File: src/rtl/cpu_pkg.sv
`default_nettype none
// =============================================================================
// Module : cpu_pkg
// Brief  : Shared data-memory widths and request record for the CPU core.
// Rev    : 1.0
// =============================================================================
package cpu_pkg;

   localparam int MEM_ADDR_WIDTH = 16;
   localparam int MEM_DATA_WIDTH = 32;

   typedef struct packed {
      logic                      we;
      logic [MEM_ADDR_WIDTH-1:0] addr;
      logic [MEM_DATA_WIDTH-1:0] wdata;
   } dmem_req_t;

endpackage
`default_nettype wire

File: src/rtl/dmem_arbiter.sv
`default_nettype none
// =============================================================================
// Module : dmem_arbiter
// Brief  : Two-requester DMEM arbiter (MA stage vs DMA/debug), RR or fixed.
// Rev    : 1.0
// =============================================================================
module dmem_arbiter
   import cpu_pkg::*;
#(
   parameter int RR_MODE      = 1,
   parameter int STARVE_LIMIT = 4
) (
   input  logic                      Clk,
   input  logic                      Rst,
   input  logic                      R0_Valid,
   output logic                      R0_Ready,
   input  logic                      R0_We,
   input  logic [MEM_ADDR_WIDTH-1:0] R0_Addr,
   input  logic [MEM_DATA_WIDTH-1:0] R0_Wdata,
   output logic                      R0_Rvalid,
   output logic [MEM_DATA_WIDTH-1:0] R0_Rdata,
   input  logic                      R1_Valid,
   output logic                      R1_Ready,
   input  logic                      R1_We,
   input  logic [MEM_ADDR_WIDTH-1:0] R1_Addr,
   input  logic [MEM_DATA_WIDTH-1:0] R1_Wdata,
   output logic                      R1_Rvalid,
   output logic [MEM_DATA_WIDTH-1:0] R1_Rdata,
   output logic [MEM_ADDR_WIDTH-1:0] Dmem_Addr,
   output logic [MEM_DATA_WIDTH-1:0] Dmem_Wdata,
   output logic                      Dmem_Wen,
   output logic                      Dmem_Ren,
   input  logic [MEM_DATA_WIDTH-1:0] Dmem_Rdata,
   output logic [15:0]               Grant_Cnt0,
   output logic [15:0]               Grant_Cnt1
);

   localparam logic [3:0]  c_starve_limit = 4'(STARVE_LIMIT);
   localparam logic [15:0] c_cnt_max      = 16'hFFFF;

   logic        last_q;
   logic [3:0]  starve_q;
   logic        rd_pend_q;
   logic        rd_tag_q;
   logic [15:0] r_cnt0;
   logic [15:0] r_cnt1;

   logic        w_v0;
   logic        w_v1;
   logic        w_pick1;
   logic        w_gnt0;
   logic        w_gnt1;
   logic        w_any;
   dmem_req_t   w_sel;

   // Returns 1 when requester 1 should win; on contention the one not granted last wins.
   function automatic logic rr_pick(input logic last, input logic v0, input logic v1);
      if (v0 && v1) return ~last;
      return v1 && !v0;
   endfunction

   always_comb begin
      w_v0    = R0_Valid && !Rst;
      w_v1    = R1_Valid && !Rst;
      w_pick1 = 1'b0;
      if (RR_MODE != 0)
         w_pick1 = rr_pick(last_q, w_v0, w_v1);
      else
         w_pick1 = w_v1 && (!w_v0 || (starve_q == c_starve_limit));
      w_gnt1 = w_v1 && w_pick1;
      w_gnt0 = w_v0 && !w_gnt1;
      w_any  = w_gnt0 || w_gnt1;

      w_sel = '0;
      if (w_gnt1)
         w_sel = '{we: R1_We, addr: R1_Addr, wdata: R1_Wdata};
      else if (w_gnt0)
         w_sel = '{we: R0_We, addr: R0_Addr, wdata: R0_Wdata};
   end

   assign R0_Ready   = w_gnt0;
   assign R1_Ready   = w_gnt1;
   assign Dmem_Addr  = w_sel.addr;
   assign Dmem_Wdata = w_sel.wdata;
   assign Dmem_Wen   = w_any && w_sel.we;
   assign Dmem_Ren   = w_any && !w_sel.we;

   // Read data is steered to whichever requester owned last cycle's read grant.
   assign R0_Rvalid  = rd_pend_q && !rd_tag_q;
   assign R1_Rvalid  = rd_pend_q && rd_tag_q;
   assign R0_Rdata   = R0_Rvalid ? Dmem_Rdata : '0;
   assign R1_Rdata   = R1_Rvalid ? Dmem_Rdata : '0;
   assign Grant_Cnt0 = r_cnt0;
   assign Grant_Cnt1 = r_cnt1;

   always_ff @(posedge Clk or posedge Rst) begin
      if (Rst) begin
         last_q    <= 1'b1;
         starve_q  <= 4'd0;
         rd_pend_q <= 1'b0;
         rd_tag_q  <= 1'b0;
         r_cnt0    <= 16'd0;
         r_cnt1    <= 16'd0;
      end else begin
         if (w_any)
            last_q <= w_gnt1;

         if (w_gnt1)
            starve_q <= 4'd0;
         else if (w_v1)
            starve_q <= starve_q + 4'd1;

         rd_pend_q <= w_any && !w_sel.we;
         if (w_any && !w_sel.we)
            rd_tag_q <= w_gnt1;

         if (w_gnt0 && (r_cnt0 != c_cnt_max))
            r_cnt0 <= r_cnt0 + 16'd1;
         if (w_gnt1 && (r_cnt1 != c_cnt_max))
            r_cnt1 <= r_cnt1 + 16'd1;
      end
   end

endmodule
`default_nettype wire

File: config.mk
export PLATFORM = sky130hd
export DESIGN_NAME = dmem_arbiter
export DESIGN_NICKNAME = d
export VERILOG_FILES = /design/src/rtl/cpu_pkg.sv /design/src/rtl/dmem_arbiter.sv
export SDC_FILE = /design/constraint.sdc
export NUM_CORES = 1
export LEC_CHECK = 0
export ABC_AREA = 0
export BUFFER_PORTS_ARGS = -buffer_cell sky130_fd_sc_hd__buf_4
export CAP_MARGIN = 20
export CORE_AREA = 8 8 104 106
export DETAILED_ROUTE_END_ITERATION = 10
export DIE_AREA = 0 0 112 114
export MAX_ROUTING_LAYER = met4
export PLACE_DENSITY = 0.76
export REMOVE_ABC_BUFFERS = 1
export SKIP_LAST_GASP = 1
export SYNTH_ARGS = -nofsm -noshare
export SYNTH_HDL_FRONTEND = slang
export SYNTH_SLANG_ARGS = --single-unit
File: constraint.sdc
create_clock -name Clk -period 3.75 [get_ports Clk]
set_input_delay 0.375 -clock Clk [delete_from_list [all_inputs] [get_ports Clk]]
set_output_delay 0.375 -clock Clk [all_outputs]
set_load 0.05 [all_outputs]
# After elaboration in Yosys (flattened, before gate mapping)

Index checks and enable logic that the tools add are counted.

Logic and storage cells: 35
Register bits: 35
Output and inout port bits: 150
RAM bits: 0
Bits in latches: 0
Bits in read-only memories: 0
Input bits: 134
Memories: 0

Multiply operators: 0
Order comparisons: 0
Equal/unequal tests: 2
Mux-type cells: 7
Shifts and indexed selects: 0
Div/mod/pow operators: 0
Add/sub/neg operators: 2
Reduce and logical (&&, ||, !) cells: 18
Bitwise operators: 1

Operators by type and width:

| operator                | number |
|---|---|
| $mux W49                | 2 |
| $mux W32                | 2 |
| $add A16 B1 Y16 const B | 2 |
| $ne A16 B16 Y1 const B  | 2 |
| $logic_and A1 B1 Y1     | 12 |
| $logic_not A1 Y1        | 5 |
| $mux W1                 | 3 |
| $logic_or A1 B1 Y1      | 1 |
| $not A1 Y1              | 1 |

# Logic depth before layout (Yosys ltp)

Gate-level depths: netlist of the first run.

Depth in word-level cells: 12
Depth in mapped cells: 6

# Worst setup path before layout of the first run

OpenSTA, ideal clock, no wires.

Path kind: register -> output
Start: reg last_q
End: out Dmem_Ren
Arrival: 2.125 ns
Required time: 3.375 ns
Cell stages (with the launch flop): 6
Slack: 1.250 ns
Path through: dfstp_2 > nand2_1 > nand2_1 > inv_2 > a22o_1 > a21oi_1

Word-level cells in the longest chain between the ends: 10
Elaborated cells between the ends (all ways): 11

Ends and longest elaborated chain:

| element                 | RTL line            | text |
|---|---|---|
| start, declared         | dmem_arbiter.sv:41  | `logic last_q;` |
| start signal, assigned  | dmem_arbiter.sv:106 | `last_q <= w_gnt1;` |
| $not A1 Y1 (*)          | dmem_arbiter.sv:58  | `if (v0 && v1) return ~last;` |
| $mux W1 (*)             | dmem_arbiter.sv:58  |  |
| $mux W1 (*)             | dmem_arbiter.sv:59  | `return v1 && !v0;` |
| $logic_and A1 B1 Y1 (*) | dmem_arbiter.sv:70  | `w_gnt1 = w_v1 && w_pick1;` |
| $logic_not A1 Y1        | dmem_arbiter.sv:71  | `w_gnt0 = w_v0 && !w_gnt1;` |
| $logic_and A1 B1 Y1     | dmem_arbiter.sv:71  |  |
| $mux W49                | dmem_arbiter.sv:77  | `else if (w_gnt0)` |
| $mux W49                | dmem_arbiter.sv:75  | `if (w_gnt1)` |
| $logic_not A1 Y1        | dmem_arbiter.sv:86  | `assign Dmem_Ren = w_any && !w_sel.we;` |
| $logic_and A1 B1 Y1 (*) | dmem_arbiter.sv:86  |  |
| end, declared           | dmem_arbiter.sv:32  | `output logic Dmem_Ren,` |

Every way passes the cells marked *; elsewhere a longest branch is shown, timed or not. The select of a mux whose other input is x is not followed.

# Final worst setup path of the first run

Start: reg last_q
End: out Dmem_Wdata[4]

Word-level cells in the longest chain between the ends: 8

Ends and longest elaborated chain:

| element                 | RTL line           | text |
|---|---|---|
| $not A1 Y1 (*)          | dmem_arbiter.sv:58 |  |
| $mux W1 (*)             | dmem_arbiter.sv:58 |  |
| $mux W1 (*)             | dmem_arbiter.sv:59 |  |
| $logic_and A1 B1 Y1 (*) | dmem_arbiter.sv:70 |  |
| $logic_not A1 Y1        | dmem_arbiter.sv:71 |  |
| $logic_and A1 B1 Y1     | dmem_arbiter.sv:71 |  |
| $mux W49                | dmem_arbiter.sv:77 |  |
| $mux W49 (*)            | dmem_arbiter.sv:75 |  |
| end, declared           | dmem_arbiter.sv:30 | `output logic [MEM_DATA_WIDTH-1:0] Dmem_Wdata,` |

Marked as above.

==> insert_results.sql, run 1 <==
INSERT INTO impl_metrics (metric_group, metric, value, unit) VALUES
('cells_and_area', 'final_net_count', '701', ''),
('synthesis', 'ys_top_cells_by_count', 'a22o_1, and3_1, and2_1', ''),
('cells_and_area', 'layout-drive-gt1-share', '0.543', ''),
('critical_path', 'worst-setup-path-type', 'flop to output port', ''),
('critical_path', 'cp.arrival', '2370', 'ps'),
('grt', 'met3_usage', '0.0655', ''),
('synthesis', 'register_area_share_after_synthesis', '0.328', ''),
('critical_path', 'rr_worst_depth', '4', ''),
('critical_path', 'worst_ep_required_time', '3380', 'ps'),
('clocking', 'clk-insertion-delay-late', '290', 'ps'),
('clocking', 'cts_root_buf', 'clkbuf_8', ''),
('critical_path', 'worstReg2RegStart', 'last_q', ''),
('critical_path', 'start_point_of_the_critical_path', 'last_q', ''),
('grt', 'use_met2', '0.371', ''),
('critical_path', 'r2r_setup_slack', '1550', 'ps'),
('grt', 'number_of_antenna_violations_at_the_first_check_in_global_routing', '0', ''),
('critical_path', 'critPathLaunchType', 'flop', ''),
('critical_path', 'end_point_of_the_critical_path', 'Dmem_Wdata[4]', ''),
('synthesis', 'synth_warnings', '0', ''),
('synthesis', 'synth_enable_flop_cells', '0', ''),
('power_and_ir_drop', 'cellLeakagePower', '0.00273', 'uW'),
('clocking', 'cts-htree-levels', '2', ''),
('grt', 'gr-max-usage-layer', 'met2', ''),
('timing', 'tightest_slew', '993', 'ps'),
('floorplan', 'die_area', '12800', 'um2'),
('timing', 'fin_crit', '2740', 'ps'),
('timing', 'timing.final.crit_share', '0.732', ''),
('synthesis', 'synthesis.area', '2670', 'um2'),
('floorplan', 'core_area', '9110', 'um2'),
('timing', 'clock_skew', '9.22', 'ps'),
('grt', 'first_global_vias', '3730', ''),
('place', 'buffers_added_on_ports', '283', ''),
('critical_path', 'end_kind', 'output port', ''),
('synthesis', 'synth_area_per_inst', '9.14', 'um2'),
('synthesis', 'synth_top_cell_by_area', 'dfrtp_1', ''),
('timing', 'fmax', '364', 'MHz'),
('detailed_routing', 'detailroute.via_count', '3467', ''),
('detailed_routing', 'remaining_drc_errors', '0', ''),
('cells_and_area', 'fin_area', '4970', 'um2'),
('synthesis', 'postSynth.asyncResetShare', '1.00', ''),
('synthesis', 'synth_instances', '292', ''),
('synthesis', 'yosys_most_used_dff', 'dfrtp_1', ''),
('timing', 'timing_max_transition_violations_final', '0', ''),
('detailed_routing', 'detail_route.wirelength', '13.7', 'mm'),
('clocking', 'inserted_clock_buffers', '5', ''),
('synthesis', 'yosys.cell_types.count', '40', ''),
('clocking', 'clkSlewWorstSetupHoldPaths', '70', 'ps'),
('cells_and_area', 'antenna_cells_inserted', '0', ''),
('synthesis', 'ys_ff_latch', '35', ''),
('critical_path', 'crit_path_max_fanout', '46', ''),
('power_and_ir_drop', 'max-vdd-ir-drop', '0.228', 'mV'),
('synthesis', 'synth_largest_type_area_fraction', '0.319', ''),
('place', 'gp_congestion', '0.856', ''),
('place', 'placed_cell_area', '4880', 'um2'),
('clocking', 'cts.path.max_buffers', '2', ''),
('clocking', 'post-cts-setup-buffer-count', '0', ''),
('timing', 'setup-violations-final', '0', ''),
('timing', 'report.final.hold_viol_count', '0', ''),
('detailed_routing', 'via_per_inst', '5.13', ''),
('floorplan', 'start_util', '0.293', ''),
('timing', 'final.setup.tns', '0', 'ps'),
('floorplan', 'floorplan.rows', '35', ''),
('floorplan', 'chipWidth', '112', 'um'),
('clocking', 'cts_hold_buffers', '0', ''),
('status', 'outcome', 'finished clean', ''),
('detailed_routing', 'routedWlPerCell', '20.2', 'um'),
('timing', 'grt_setup_unrepaired', 'false', ''),
('timing', 'slew_headroom', '0.337', ''),
('grt', 'grt_util_all_layers', '0.210', ''),
('detailed_routing', 'first_iter_violations', '195', ''),
('detailed_routing', 'first_pass_iters', '4', '');
how the worst min path moves through the flow:
| stage | to | cells past startpoint |
|---|---|---|
| after floorplan | last_q | 2 |
| after global placement | Grant_Cnt0[7] | 1 |
| after detailed placement | Grant_Cnt0[7] | 1 |
| after CTS | Grant_Cnt0[4] | 2 |
| after global routing | Grant_Cnt0[15] | 2 |
| final | Grant_Cnt0[4] | 2 |
critical path, cell delays in order, from the launching register on:
cell,delay [ps]
dfstp_2,550
nor2b_1,90
nor2_4,750
buf_4,300
a22o_1,160
buf_4,210
power breakdown:
part           total [uW]  switching [uW]  internal [uW]
Clock                 278             134            144
Combinational        1140             743            393
Sequential            549             113            436
Total                1960             990            973
logic make-up after synthesis:
family          count (synthesis)  share of synthesized area
mux                             5                     0.0220
xor+xnor                       25                     0.0820
fa+ha+maj                       2                    0.00937
simple gates                  137                      0.326
compound gates                 64                      0.197
flops                          35                      0.328
buf+inv                        24                     0.0351
layer usage:
layer  part of all wire  vias to the layer above
met5                  0                        -
met4              0.015                        0
met3              0.091                       13
met2               0.51                      186
met1               0.38                     1618
li1                   -                     1650
state kept, by name, indices dropped and copies added, names as in the netlist:
register,flops
Grant_Cnt1,16
Grant_Cnt0,16
rd_tag_q,1
last_q,1
rd_pend_q,1
placed cells by master (no fill, tap or decap), drive strengths merged, types with 2 or more instances in the layout:
cell type    n
buf        286
a22o        49
and3        39
and2        35
dfrtp       34
xnor2       16
nand4       15
nand2       10
xor2         9
nand3        9
nor4         8
clkbuf       6
nor3         5
a21oi        4
o211ai       4
inv          4
mux2         4
nor2         4
nor2b        3
and4         3
nand2b       3
a31oi        2
o21ai        2
ha           2
nor3b        2
stage by stage:
stage,cells,setup slack [ps],hold WS [ps],power [uW],utilization
2_1_floorplan,272,346,470,1250,-
3_5_place_dp,669,1110,489,1700,0.536
3_3_place_gp,669,1190,484,1680,0.536
6_report,676,1010,188,1960,0.546
5_1_grt,676,836,259,2050,0.546
4_1_cts,676,1010,214,1980,0.546
final cells by class:
| cell class | count | area [um2] | area share |
|---|---|---|---|
| timing repair buffer | 286 | 2150 | 0.432 |
| multi-input combinational | 233 | 1700 | 0.343 |
| sequential | 35 | 877 | 0.176 |
| tap | 111 | 139 | 0.0279 |
| clock buffer | 6 | 82.6 | 0.0166 |
| inverter | 4 | 15.0 | 0.00302 |
| clock inverter | 1 | 5.00 | 0.00101 |
(Power assumes the default switching activity.)
==> inputs of run 2 (changes only) <==
--- a/config.mk
+++ b/config.mk
@@ -5,14 +5,14 @@
 export SDC_FILE = /design/constraint.sdc
 export NUM_CORES = 1
 export LEC_CHECK = 0
-export ABC_AREA = 0
+export ABC_AREA = 1
 export BUFFER_PORTS_ARGS = -buffer_cell sky130_fd_sc_hd__buf_4
 export CAP_MARGIN = 20
-export CORE_AREA = 8 8 104 106
+export CORE_MARGIN = 8
+export CORE_UTILIZATION = 34
 export DETAILED_ROUTE_END_ITERATION = 10
-export DIE_AREA = 0 0 112 114
 export MAX_ROUTING_LAYER = met4
-export PLACE_DENSITY = 0.76
+export PLACE_DENSITY = 0.85
 export REMOVE_ABC_BUFFERS = 1
 export SKIP_LAST_GASP = 1
 export SYNTH_ARGS = -nofsm -noshare
==> constraint.sdc (replaced) <==
create_clock -name Clk -period 2.45 [get_ports Clk]
set_input_delay 0.245 -clock Clk [delete_from_list [all_inputs] [get_ports Clk]]
set_output_delay 0.245 -clock Clk [all_outputs]
set_load 0.05 [all_outputs]
==> run 2 against run 1 <==
Against the previous run:
- clock skew is 4.5 ps lower
- global-route usage grew 6.1 points
- cell count up 28%
- via count rose by 24%
- non-clock buffer count grew 4
- area after synthesis is 15% higher
- combinational power up 36%
- core utilization is 7.0 points higher
- sequential share of layout area decreased by 1.3 points
- first-iteration DRC count is 51% higher
- total power up 38%
- count of clock-buffer cells in the layout is the same
- largest cell class unchanged
- highest routed layer unchanged
==> insert_results.sql, run 2 <==
INSERT INTO impl_metrics (metric_group, metric, value, unit) VALUES
('status', 'outcome', 'finished clean', ''),
('synthesis', 'yosys.cell_types.count', '30', ''),
('place', 'gp_congestion', '0.926', ''),
('cells_and_area', 'final_net_count', '892', ''),
('detailed_routing', 'first_pass_iters', '5', ''),
('detailed_routing', 'routedWlPerCell', '19.4', 'um'),
('critical_path', 'worst_r2r_endpoint', 'Grant_Cnt1[15]', ''),
('synthesis', 'synth_instances', '479', ''),
('grt', 'globalRouteOverflowTotal', '0', ''),
('cells_and_area', 'most-common-layout-cells', 'buf_4, nand2_1, nor2_1', ''),
('clocking', 'cts_hold_buffers', '0', ''),
('place', 'buffers_added_on_ports', '283', ''),
('timing', 'fmax', '445', 'MHz'),
('synthesis', 'synth_enable_flop_cells', '0', ''),
('cells_and_area', 'area_growth', '75.0', '%'),
('floorplan', 'fp.dieH', '111', 'um'),
('cells_and_area', 'multiInputGateArea', '1830', 'um2'),
('detailed_routing', 'ant_nets', '0', ''),
('timing', 'tightest_slew', '530', 'ps'),
('grt', 'first_global_vias', '4428', ''),
('floorplan', 'die_area', '12300', 'um2'),
('job', 'max-cap-violations', '0', ''),
('timing', 'fin_crit', '2250', 'ps'),
('grt', 'number_of_antenna_violations_at_the_first_check_in_global_routing', '0', ''),
('timing', 'timing_max_transition_violations_final', '0', ''),
('clocking', 'inserted_clock_buffers', '5', ''),
('cells_and_area', 'final_common_cell', 'buf_4', ''),
('power_and_ir_drop', 'cellPowerDensity', '505', 'nW/um2'),
('clocking', 'cts-htree-levels', '2', ''),
('detailed_routing', 'detailroute.via_count', '4283', ''),
('clocking', 'cts_tree', 'built', ''),
('timing', 'timing.final.crit_share', '0.918', ''),
('floorplan', 'chipWidth', '111', 'um'),
('synthesis', 'synth_top_cell_by_area', 'dfrtp_1', ''),
('power_and_ir_drop', 'max-vdd-ir-drop', '0.485', 'mV'),
('timing', 'report.final.hold_viol_count', '0', ''),
('timing', 'slew_headroom', '0.646', ''),
('critical_path', 'rr_worst_depth', '8', ''),
('synthesis', 'synth_warnings', '0', ''),
('place', 'placed_cell_area', '5280', 'um2'),
('critical_path', 'worst_ep_required_time', '2200', 'ps'),
('cells_and_area', 'seqCellArea', '877', 'um2'),
('critical_path', 'worstReg2RegStart', 'Grant_Cnt1[0]', ''),
('place', 'place_hpwl', '14.4', 'mm'),
('cells_and_area', 'fill_cells', '800', ''),
('critical_path', 'timing.critical_path.slowest_cell_delay', '530', 'ps'),
('clocking', 'post-cts-setup-buffer-count', '0', ''),
('grt', 'grt_first_pass_wirelength', '25.9', 'mm'),
('synthesis', 'synth_area_per_inst', '6.40', 'um2'),
('grt', 'grt_start_max_net_pins', '45', ''),
('power_and_ir_drop', 'cellLeakagePower', '0.00307', 'uW'),
('synthesis', 'yosys_most_used_dff', 'dfrtp_1', ''),
('cells_and_area', 'fin_area', '5370', 'um2'),
('synthesis', 'register_area_share_after_synthesis', '0.286', ''),
('floorplan', 'core_area', '8720', 'um2'),
('clocking', 'cts_resized', '0', ''),
('detailed_routing', 'first_iter_violations', '295', ''),
('clocking', 'clkSlewWorstSetupHoldPaths', '80', 'ps'),
('grt', 'grt_util_all_layers', '0.271', ''),
('synthesis', 'synthesis.area', '3070', 'um2'),
('critical_path', 'crit_path_max_fanout', '32', ''),
('clocking', 'cts_root_buf', 'clkbuf_8', ''),
('cells_and_area', 'layout-drive-gt1-share', '0.428', ''),
('cells_and_area', 'antenna_cells_inserted', '0', ''),
('synthesis', 'synth_largest_type_area_fraction', '0.277', ''),
('detailed_routing', 'detail_route.wirelength', '16.8', 'mm'),
('synthesis', 'ys_top_cells_by_count', 'nand2_1, nor2_1, inv_1', ''),
('synthesis', 'postSynth.asyncResetShare', '1.00', ''),
('timing', 'setup-violations-final', '0', ''),
('critical_path', 'critical-path-top-cell-by-count', 'nand2_1', ''),
('critical_path', 'r2r_setup_slack', '700', 'ps'),
('timing', 'clock_skew', '4.68', 'ps'),
('floorplan', 'top_level_ports', '284', ''),
('critical_path', 'critical_path.cell_chain', 'nand2_1, nand2_1, nand2_1, inv_2, buf_12, a22o_1, buf_4', ''),
('power_and_ir_drop', 'totalPowerFinal', '2710', 'uW'),
('timing', 'grt_setup_unrepaired', 'false', ''),
('floorplan', 'floorplan.rows', '34', ''),
('critical_path', 'worst-setup-path-type', 'flop to output port', ''),
('critical_path', 'start_point_of_the_critical_path', 'last_q', ''),
('synthesis', 'ys_ff_latch', '35', ''),
('hold_path', 'hold_path_class', 'input port to asynchronous set/reset pin', ''),
('synthesis', 'post_synth_main_area_contributors', 'dfrtp_1, nand2_1, a22o_1', ''),
('critical_path', 'critPathLaunchType', 'flop', ''),
('detailed_routing', 'via_per_inst', '4.95', ''),
('detailed_routing', 'remaining_drc_errors', '0', ''),
('synthesis', 'post-synth-top-count-cell', 'nand2_1', ''),
('critical_path', 'cp.arrival', '2000', 'ps'),
('clocking', 'cts.path.max_buffers', '2', ''),
('clocking', 'cts.sinks', '35', ''),
('floorplan', 'start_util', '0.352', ''),
('critical_path', 'end_kind', 'output port', ''),
('critical_path', 'crit_path_top_delay_cell', 'dfstp_2', ''),
('clocking', 'clk-insertion-delay-late', '290', 'ps');
## run 2: worst max path at each step
stage	depth (start not counted)	endpoint	slack [ps]
final	7	Dmem_Wdata[15]	200
after detailed placement	7	Dmem_Wdata[15]	520
after floorplan	7	rd_pend_q	-390
after global routing	7	Dmem_Wdata[15]	50
after CTS	7	Dmem_Wdata[15]	190
after global placement	7	Dmem_Wdata[15]	530
## run 2: metal layers
metal | wire [um] | track usage | vias to the layer above | share of wire
li1 | - | - | 2067 | -
met1 | 6220 | 0.285 | 1994 | 0.37
met2 | 8430 | 0.465 | 207 | 0.50
met3 | 1980 | 0.120 | 15 | 0.12
met4 | 175 | 0.0423 | 0 | 0.010
met5 | 0 | - | - | 0
## run 2: critical path: cells and delay by family (launching register included)
kind            cells  cell delay [ps]
compound gates      1              180
buf+inv             3              700
flops               1              530
simple gates        3              290
## run 2: logic make-up (layout without fill, tap and decap cells)
logic type               after synthesis  count (layout)  share of synthesized area
XOR/XNOR                              13              13                     0.0371
buffers and inverters                 83             361                      0.117
adder cells (fa/ha/maj)                2               2                    0.00816
AO/OA/AOI/OAI                         61              61                      0.160
AND/OR/NAND/NOR                      285             285                      0.391
flip-flops                            35              35                      0.286
## run 2: area by class of cell
cell class,instances,share of cell area
Multi-Input combinational cell,361,0.341
Tap cell,108,0.0252
Timing Repair Buffer,290,0.410
Inverter,63,0.0443
Clock buffer,6,0.0135
Clock inverter,2,0.00233
Sequential cell,35,0.163
## run 2: power breakdown
group,leakage (uW),switching (uW),internal (uW)
Clock,0.0000412,229,199
Sequential,0.000472,91.9,639
Combinational,0.00255,1040,514
## run 2: per-stage QoR
| stage | hold WS [ps] | setup slack, ps | std cells | setup TNS [ps] | util |
|---|---|---|---|---|---|
| finish | 86.0 | 202 | 865 | 0 | 0.615 |
| global route | 124 | 50.1 | 865 | 0 | 0.615 |
| CTS | 102 | 189 | 865 | 0 | 0.615 |
| detailed placement | 419 | 521 | 857 | 0 | 0.606 |
| global placement | 410 | 530 | 857 | 0 | 0.606 |
| floorplan | 201 | -395 | 459 | -8380 | - |
